[src/rtl/dac_wavegen.sv]
// Waveform generator and pin driver for the parallel-input DAC: phase accumulator,
// three-stage code pipeline, shadowed configuration applied at the period wrap.
//
// state    | meaning
// DISABLED | waveform stopped, dac_da holds IDLE_CODE, a pending shadow applies next cycle
// RUN      | waveform running, no shadow config waiting
// PEND     | waveform running, shadow config waits for the phase wrap (or active step 0)
module dac_wavegen #(
    parameter int          DATA_W          = 8,
    parameter int          PHASE_W         = 32,
    parameter int unsigned IDLE_CODE       = 178,
    parameter bit          SLEEP_WHEN_IDLE = 1'b1
) (
    input  logic               clk,
    input  logic               rst,
    input  logic               enable,
    input  logic               cfg_valid,
    output logic               cfg_ready,
    input  logic [2:0]         cfg_mode,
    input  logic [PHASE_W-1:0] cfg_step,
    input  logic [DATA_W-1:0]  cfg_amp,
    input  logic [DATA_W-1:0]  cfg_offset,
    output logic               sync,
    output logic               dac_mode,
    output logic               dac_clka,
    output logic               dac_wra,
    output logic               dac_sleep,
    output logic [DATA_W-1:0]  dac_da
);

    localparam logic [DATA_W-1:0] IDLE = IDLE_CODE[DATA_W-1:0];

    typedef enum logic [1:0] {DISABLED, RUN, PEND} state_t;

    state_t state, state_nxt;

    logic [2:0]         act_mode, sh_mode;
    logic [PHASE_W-1:0] act_step, sh_step;
    logic [DATA_W-1:0]  act_amp, sh_amp;
    logic [DATA_W-1:0]  act_offset, sh_offset;
    logic               sh_valid;

    logic [PHASE_W-1:0] phase;
    logic               v1, w1, v2, w2;
    logic [DATA_W-1:0]  s2, off2;

    logic               xfer, running, wrap_now, apply;
    logic [PHASE_W:0]   phase_sum;
    logic [DATA_W:0]    t;
    logic [DATA_W-1:0]  raw;
    logic [DATA_W:0]    out_sum;

    assign cfg_ready = ~sh_valid;
    assign xfer      = cfg_valid & cfg_ready;
    assign running   = (state != DISABLED) && enable;
    assign phase_sum = {1'b0, phase} + {1'b0, act_step};
    assign wrap_now  = running && v1 && phase_sum[PHASE_W];

    always_ff @(posedge clk) begin
        if (rst) state <= DISABLED;
        else     state <= state_nxt;
    end

    always_comb begin
        state_nxt = state;
        apply     = 1'b0;
        case (state)
            DISABLED: begin
                apply = sh_valid;
                if (enable) state_nxt = xfer ? PEND : RUN;
            end
            RUN: begin
                if (!enable)   state_nxt = DISABLED;
                else if (xfer) state_nxt = PEND;
            end
            PEND: begin
                if (!enable) begin
                    state_nxt = DISABLED;
                end else if (wrap_now || (act_step == '0)) begin
                    apply     = 1'b1;
                    state_nxt = RUN;
                end
            end
            default: state_nxt = DISABLED;
        endcase
    end

    always_ff @(posedge clk) begin
        if (rst) begin
            sh_valid   <= 1'b0;
            sh_mode    <= '0;
            sh_step    <= '0;
            sh_amp     <= '0;
            sh_offset  <= '0;
            act_mode   <= '0;
            act_step   <= '0;
            act_amp    <= '0;
            act_offset <= IDLE;
        end else begin
            if (xfer) begin
                sh_valid  <= 1'b1;
                sh_mode   <= cfg_mode;
                sh_step   <= cfg_step;
                sh_amp    <= cfg_amp;
                sh_offset <= cfg_offset;
            end else if (apply) begin
                sh_valid  <= 1'b0;
            end
            if (apply) begin
                act_mode   <= sh_mode;
                act_step   <= sh_step;
                act_amp    <= sh_amp;
                act_offset <= sh_offset;
            end
        end
    end

    assign t = phase[PHASE_W-1 -: DATA_W+1];

    always_comb begin
        raw = '0;
        case (act_mode)
            3'd1:    raw = t[DATA_W:1];
            3'd2:    raw = t[DATA_W] ? ~t[DATA_W-1:0] : t[DATA_W-1:0];
            3'd3:    raw = {DATA_W{phase[PHASE_W-1]}};
            default: raw = '0;
        endcase
    end

    assign out_sum = {1'b0, off2} + {1'b0, s2};

    // Offset travels with the product so a config switch never mixes old and new fields.
    always_ff @(posedge clk) begin
        if (rst || !running) begin
            phase  <= '0;
            v1     <= 1'b0;
            w1     <= 1'b0;
            v2     <= 1'b0;
            w2     <= 1'b0;
            s2     <= '0;
            off2   <= IDLE;
            dac_da <= IDLE;
            sync   <= 1'b0;
        end else begin
            v1 <= 1'b1;
            if (v1) begin
                phase <= phase_sum[PHASE_W-1:0];
                w1    <= phase_sum[PHASE_W];
            end else begin
                phase <= '0;
                w1    <= 1'b1;
            end
            v2     <= v1;
            w2     <= w1;
            s2     <= DATA_W'(({{DATA_W{1'b0}}, raw} * {{DATA_W{1'b0}}, act_amp}) >> DATA_W);
            off2   <= act_offset;
            dac_da <= v2 ? (out_sum[DATA_W] ? {DATA_W{1'b1}} : out_sum[DATA_W-1:0]) : IDLE;
            sync   <= v2 & w2;
        end
    end

    assign dac_mode  = 1'b1;
    assign dac_clka  = ~clk;
    assign dac_wra   = dac_clka;
    assign dac_sleep = SLEEP_WHEN_IDLE && (state == DISABLED);

endmodule
[config.mk]
export PLATFORM = sky130hd
export DESIGN_NAME = dac_wavegen
export DESIGN_NICKNAME = d
export VERILOG_FILES = /design/src/rtl/dac_wavegen.sv
export SDC_FILE = /design/constraint.sdc
export NUM_CORES = 1
export LEC_CHECK = 0
export ABC_CLOCK_PERIOD_IN_PS = 13450
export BUFFER_PORTS_ARGS = -buffer_cell sky130_fd_sc_hd__buf_4
export CELL_PAD_IN_SITES_DETAIL_PLACEMENT = 1
export CELL_PAD_IN_SITES_GLOBAL_PLACEMENT = 2
export CORE_MARGIN = 2
export CORE_UTILIZATION = 41
export CTS_CLUSTER_DIAMETER = 150
export CTS_CLUSTER_SIZE = 25
export DETAILED_ROUTE_END_ITERATION = 12
export GPL_ROUTABILITY_DRIVEN = 0
export HOLD_SLACK_MARGIN = 0.15
export MAX_ROUTING_LAYER = met4
export PLACE_DENSITY_LB_ADDON = 0.1
export RECOVER_POWER = 25
export SYNTH_ARGS = -nofsm -noshare
export SYNTH_HDL_FRONTEND = slang
export SYNTH_SLANG_ARGS = --single-unit
export TNS_END_PERCENT = 5
[constraint.sdc]
create_clock -name clk -period 13.45 [get_ports clk]
set_clock_uncertainty 0.2 [all_clocks]
set_input_delay 3.3625 -clock clk [delete_from_list [all_inputs] [get_ports clk]]
set_output_delay 3.3625 -clock clk [all_outputs]
set_load 0.01 [all_outputs]
==> results of run 1 <==
[final timing paths]
check	to	cells after the start
max	dac_clka	4
min	sync$_SDFF_PN0_	1
max reg2reg	s2[5]$_SDFF_PN0_	16
min reg2reg	sync$_SDFF_PN0_	1
[power breakdown]
group	switching [mW]	internal (mW)	leakage [nW]
sequential	0.0134	0.507	1.35
combinational	0.0497	0.0347	3.18
clock	0.242	0.275	0.318
[routing by layer]
layer  up-vias  wire, µm
met5         -         0
li1       3979         -
met2       117     11400
met4         0       232
met3        15       935
met1      3832     13400
[area by class of cell]
class	count	area [µm²]	area share
Tap cell	319	399	0.0361
Inverter	58	218	0.0197
Clock inverter	17	184	0.0167
Timing Repair Buffer	71	488	0.0442
Multi-Input combinational cell	869	5990	0.542
Sequential cell	166	3320	0.301
Clock buffer	19	440	0.0399
[stage by stage]
stage / setup WS [ns] / total power, mW / std cells / utilization / cell area (µm²)
after global routing: 2.58 / 1.17 / 1519 / 0.470 / 11000
final: 2.60 / 1.12 / 1519 / 0.470 / 11000
after CTS: 2.59 / 1.14 / 1519 / 0.472 / 11100
after floorplan: 2.94 / 0.598 / 1145 / - / 9820
after global placement: 3.01 / 0.630 / 1486 / 0.447 / 10500
after detailed placement: 3.01 / 0.632 / 1486 / 0.447 / 10500
[synthesized netlist by cell type (3+ instances only)]
cell type / number / area, µm²
nand2_1: 241 / 905
dfxtp_1: 166 / 3320
a21oi_1: 94 / 470
ha_1: 73 / 913
and2_1: 58 / 363
inv_1: 57 / 214
mux2i_1: 52 / 521
nor2_1: 48 / 180
clkbuf_1: 40 / 150
fa_1: 37 / 741
o21ai_0: 27 / 135
nor3_1: 22 / 110
a21o_1: 20 / 150
nor2b_1: 17 / 106
xor2_1: 14 / 123
nand3_1: 12 / 60.1
and3_1: 11 / 68.8
o211ai_1: 11 / 82.6
xnor2_1: 11 / 96.3
nand4_1: 10 / 62.6
a211oi_1: 8 / 60.1
nor4_1: 8 / 50.1
o21a_1: 8 / 60.1
nor3b_1: 7 / 52.6
or3_1: 7 / 43.8
mux2_2: 6 / 67.6
or2_2: 6 / 37.5
buf_12: 5 / 100
o31ai_1: 5 / 37.5
a21boi_0: 4 / 30.0
nand2b_1: 4 / 25.0
a31oi_1: 3 / 18.8
a41oi_1: 3 / 26.3
nand3b_1: 3 / 22.5
[flip-flops by register name (all words and copies together) (netlist names), 2 cells and up]
register,cells
act_step,32
phase,32
sh_step,32
act_amp,8
act_offset,8
dac_da,8
off2,8
s2,8
sh_amp,8
sh_offset,8
act_mode,3
sh_mode,3
state,2
[cells in the final DEF, fill, tap and decap left out, types with 4 or more instances in the layout]
cell type / n
nand2_1: 241
dfxtp_1: 166
a21oi_1: 94
ha_1: 73
buf_4: 61
and2_1: 58
inv_1: 58
mux2i_1: 52
nor2_1: 48
fa_1: 37
o21ai_0: 27
nor3_1: 22
a21o_1: 20
clkbuf_16: 17
nor2b_1: 16
xor2_1: 14
nand3_1: 12
clkbuf_1: 12
and3_1: 11
o211ai_1: 11
xnor2_1: 11
nand4_1: 10
o21a_1: 8
nor4_1: 8
a211oi_1: 8
nor3b_1: 7
or3_1: 7
mux2_2: 6
or2_2: 6
o31ai_1: 5
inv_8: 5
a21boi_0: 4
nand2b_1: 4
[cell families (layout without fill, tap and decap cells)]
| logic type | after synthesis | count (layout) |
|---|---|---|
| and+or+nand+nor | 467 | 467 |
| AOI/OAI and AO/OA | 208 | 208 |
| DFF | 166 | 166 |
| adders and majority gates | 110 | 110 |
| buffers and inverters | 110 | 165 |
| muxes | 58 | 58 |
| xor gates and xnor gates | 25 | 25 |
| other | 1 | 1 |
[worst max-delay path: cells and delay by family]
family	cells	cell delay (ns)
buffers and inverters	4	0.55
==> results.json, run 1 <==
{
  "status": "finished, violations left",
  "violations": "capacitance limit, slew limit",
  "grt_use_met3": 0.0334,
  "postCtsSetupBuffers": 0,
  "vias": 7943,
  "grt_usage": 0.218,
  "path_class": "clock port to output pin",
  "diodes": 0,
  "vdd_drop_max_uv": 75.0,
  "antenna_found_initial": 0,
  "clockBufferDepth": 2,
  "max_cap_viol_count": 1,
  "fillers": 2826,
  "ant_nets": 0,
  "cts-buffers-inserted": 17,
  "die_area_um2": 25200,
  "crit_start": "clk",
  "syn_to_final_growth_pct": 12.4,
  "first_pass_iters": 4,
  "slew_headroom": -0.308,
  "hold_start": "w2$_SDFF_PN0_",
  "netlist_instances": 1145,
  "tns_ns": 0,
  "post_cts_resized": 0,
  "cts-root-buf": "clkbuf_16",
  "synth.net_count": 1310,
  "synth_ff_type": "dfxtp_1",
  "critical-path-max-stage-delay_ns": 0.20,
  "grt_pass1_wl_mm": 43.4,
  "crit_slowest_cell": "clkbuf_16",
  "arrival_ns": 7.29,
  "hpwl_mm": 19.5,
  "cts.clk_slew.worst_paths_ns": 0.07,
  "synth_mux_area_frac": 0.0599,
  "clk_latency_ns": 0.43,
  "rsz0062_at_grt": "false",
  "p_leak_nw": 4.84,
  "portBuffers": 67,
  "start_util": 0.418,
  "wl_per_cell_um": 17.1,
  "synth_edf_count": 0,
  "vias_per_cell": 5.23,
  "grt_use_met2": 0.323,
  "synth_compound_area_frac": 0.134,
  "r2r_slack_ns": 7.45,
  "drt_iter0_markers": 444,
  "rows": 56,
  "grt_util_met1": 0.315,
  "synth_cell_types": 70,
  "grt_max_degree": 97,
  "crit_fanout": 16,
  "synthXorXnorAreaFrac": 0.0223,
  "io_pins": 69,
  "yosysSeqAreaShare": 0.338,
  "ys_warn_count": 0,
  "cp.required_ns": 9.89,
  "overflow": 0,
  "yosys.area_share.simple": 0.224,
  "syn_area_per_cell_um2": 8.58,
  "synthesis.area_um2": 9820,
  "cts_hold_buf": 0,
  "wirelength_mm": 26.0,
  "hold_viol": 0,
  "chipHeight_um": 159,
  "core-area_um2": 23500,
  "synthAdderAreaFrac": 0.168,
  "nets": 1352,
  "die_x_um": 159,
  "cts_tree": "yes",
  "h-tree-depth": 4,
  "crit_chain": "clkbuf_16, clkbuf_16, inv_1, buf_4",
  "finalMaxSlewViolations": 54,
  "async_reset_ff_frac": 0,
  "grt_pass1_vias": 8366,
  "drive_gt1_frac": 0.101,
  "r2r_start": "act_mode[1]$_SDFFE_PP0P_",
  "hold_ws_ns": 0.250,
  "drc": 0,
  "tightestPinTransition_ns": 1.96,
  "setup_viol_count_final": 0,
  "synth_top_family_by_area": "simple AND/OR/NAND/NOR gates",
  "ys_ff_latch": 166,
  "p_per_area_nw_per_um2": 102,
  "grt-busiest-layer": "met2",
  "critPathLaunchType": "clock port",
  "hold_path_class": "flip-flop to flip-flop",
  "critPathMostFrequentCell": "clkbuf_16",
  "end_kind": "output pin"
}
Note: power is estimated with default switching activity, not from simulation.
==> inputs of run 2 (changes only) <==
ABC_CLOCK_PERIOD_IN_PS = 9990   (was 13450)
CORE_UTILIZATION = 38   (was 41)
clock period = 9.99 ns   (was 13.45 ns; I/O delays follow)
==> run 2 against run 1 <==
  * The run still ends with capacitance limit, slew limit left
  * Highest routed layer unchanged
  * Critical endpoint is now dac_wra
  * Cell area up 0.43%
  * Total power up 37%
  * Non-clock buffer count down 2
==> results.json, run 2 (synthesized netlist as in run 1, its figures left out) <==
{
  "wl_per_cell_um": 16.6,
  "hold_viol": 0,
  "rows": 58,
  "cp.required_ns": 7.29,
  "hold_path_class": "flip-flop to flip-flop",
  "cts_tree": "yes",
  "worst-path-stages": 4,
  "end_kind": "output pin",
  "grt_usage": 0.202,
  "clockBufferDepth": 2,
  "hold_start": "w2$_SDFF_PN0_",
  "hpwl_mm": 18.9,
  "r2r_slack_ns": 3.95,
  "ff2ff_path_depth": 16,
  "die_area_um2": 27100,
  "wirelength_mm": 25.3,
  "crit_slowest_cell": "clkbuf_16",
  "cts.clk_slew.worst_paths_ns": 0.07,
  "critPathBufInv": 4,
  "p_leak_nw": 4.86,
  "diodes": 0,
  "final_cell_mix": "nand2_1, dfxtp_1, a21oi_1",
  "ant_nets": 0,
  "r2r_end": "s2[5]$_SDFF_PN0_",
  "drc": 0,
  "p_switching_uw": 393,
  "grt_max_degree": 97,
  "tns_ns": 0,
  "vdd_drop_max_uv": 82.3,
  "syn_to_final_growth_pct": 12.9,
  "rsz0062_at_grt": "false",
  "cts-root-buf": "clkbuf_16",
  "setup_viol_count_final": 0,
  "final_cells": 1527,
  "cts-buffers-inserted": 17,
  "dp_slack_ns": 2.14,
  "path_class": "clock port to output pin",
  "tightestPinTransition_ns": 2.94,
  "post_cts_resized": 0,
  "power_frac_comb": 0.074,
  "critPathLaunchType": "clock port",
  "arrival_ns": 5.55,
  "overflow": 0,
  "drt_iter0_markers": 336,
  "grt_pass1_wl_mm": 42.1,
  "postCtsSetupBuffers": 0,
  "p_int_mw": 1.14,
  "reg_top3": "act_step x32, phase x32, sh_step x32",
  "grt_pass1_vias": 7881,
  "vias": 7803,
  "final_common_cell": "nand2_1",
  "chipHeight_um": 165,
  "dpl.cell_count": 1495,
  "io_pins": 69,
  "r2r_start": "act_mode[1]$_SDFFE_PP0P_",
  "finalMaxSlewViolations": 117,
  "crit_fanout": 16,
  "die_x_um": 165,
  "slew_headroom": -0.957,
  "hold_ws_ns": 0.253,
  "core-area_um2": 25300,
  "min_to": "sync$_SDFF_PN0_",
  "drive_gt1_frac": 0.108,
  "critical-path-max-stage-delay_ns": 0.20,
  "portBuffers": 67,
  "cts_hold_buf": 0,
  "violations": "capacitance limit, slew limit",
  "start_util": 0.389,
  "clk_latency_ns": 0.44,
  "p_per_area_nw_per_um2": 138,
  "status": "finished, violations left",
  "seqPwrFrac": 0.456,
  "hold_depth": 1,
  "nets": 1350,
  "crit_chain": "clkbuf_16, clkbuf_16, inv_1, buf_4",
  "critPathMostFrequentCell": "clkbuf_16",
  "fin_ws_ns": 1.74,
  "cp_top_family": "buffers and inverters",
  "max_cap_viol_count": 2,
  "switching_share": 0.256,
  "clkPwrFrac": 0.470,
  "first_pass_iters": 4,
  "h-tree-depth": 4,
  "antenna_found_initial": 0,
  "vias_per_cell": 5.11
}
[run 2: cell count changes in the layout (fill, tap and decap cells not counted)]
cell,delta
clkinvlp_4,+2
clkbuf_1,-9
nand2_1,-1
nand2_2,+1
inv_6,+3
bufinv_16,+2
a21bo_4,+1
inv_8,-4
clkinv_8,-2
a21bo_1,-1
clkinv_4,-2
buf_4,+7
[run 2: through the flow]
stage / cell area (µm²) / total power [mW] / util
6_report: 11100 / 1.53 / 0.439
2_1_floorplan: 9820 / 0.805 / -
5_1_grt: 11100 / 1.60 / 0.439
3_5_place_dp: 10500 / 0.850 / 0.415
4_1_cts: 11100 / 1.56 / 0.440
3_3_place_gp: 10500 / 0.848 / 0.415
[run 2: area by class of cell]
cell class,instances,area [µm²]
clock buffers,19,440
clock inverters,16,190
fillers,3014,14200
inverters,58,218
multi-input cells,869,6000
flip-flops and latches,166,3320
well taps,330,413
repair buffers,69,507
[run 2: power by group through the flow]
stage	Clock, mW	Sequential (mW)	Combinational (mW)
after floorplan	0.0130	0.707	0.0854
after global placement	0.0188	0.714	0.115
after detailed placement	0.0188	0.715	0.117
after CTS	0.740	0.699	0.117
after global routing	0.769	0.702	0.128
final	0.720	0.700	0.114
[run 2: worst max-delay path by stage]
stage	slack [ns]	end	start
6_report	1.74	dac_wra	clk
3_5_place_dp	2.14	dac_clka	clk
5_1_grt	1.71	dac_wra	clk
4_1_cts	1.72	dac_wra	clk
2_1_floorplan	2.08	dac_wra	clk
3_3_place_gp	2.14	dac_clka	clk
[run 2: per-layer routing]
layer  share of wire  wire length [µm]  vias to the layer above  track usage
met4          0.0085               215                        0       0.0435
met1            0.54             13700                     3732        0.298
met5               0                 0                        -            -
met3           0.027               683                       15       0.0279
li1                -                 -                     3972            -
met2            0.42             10700                       84        0.294
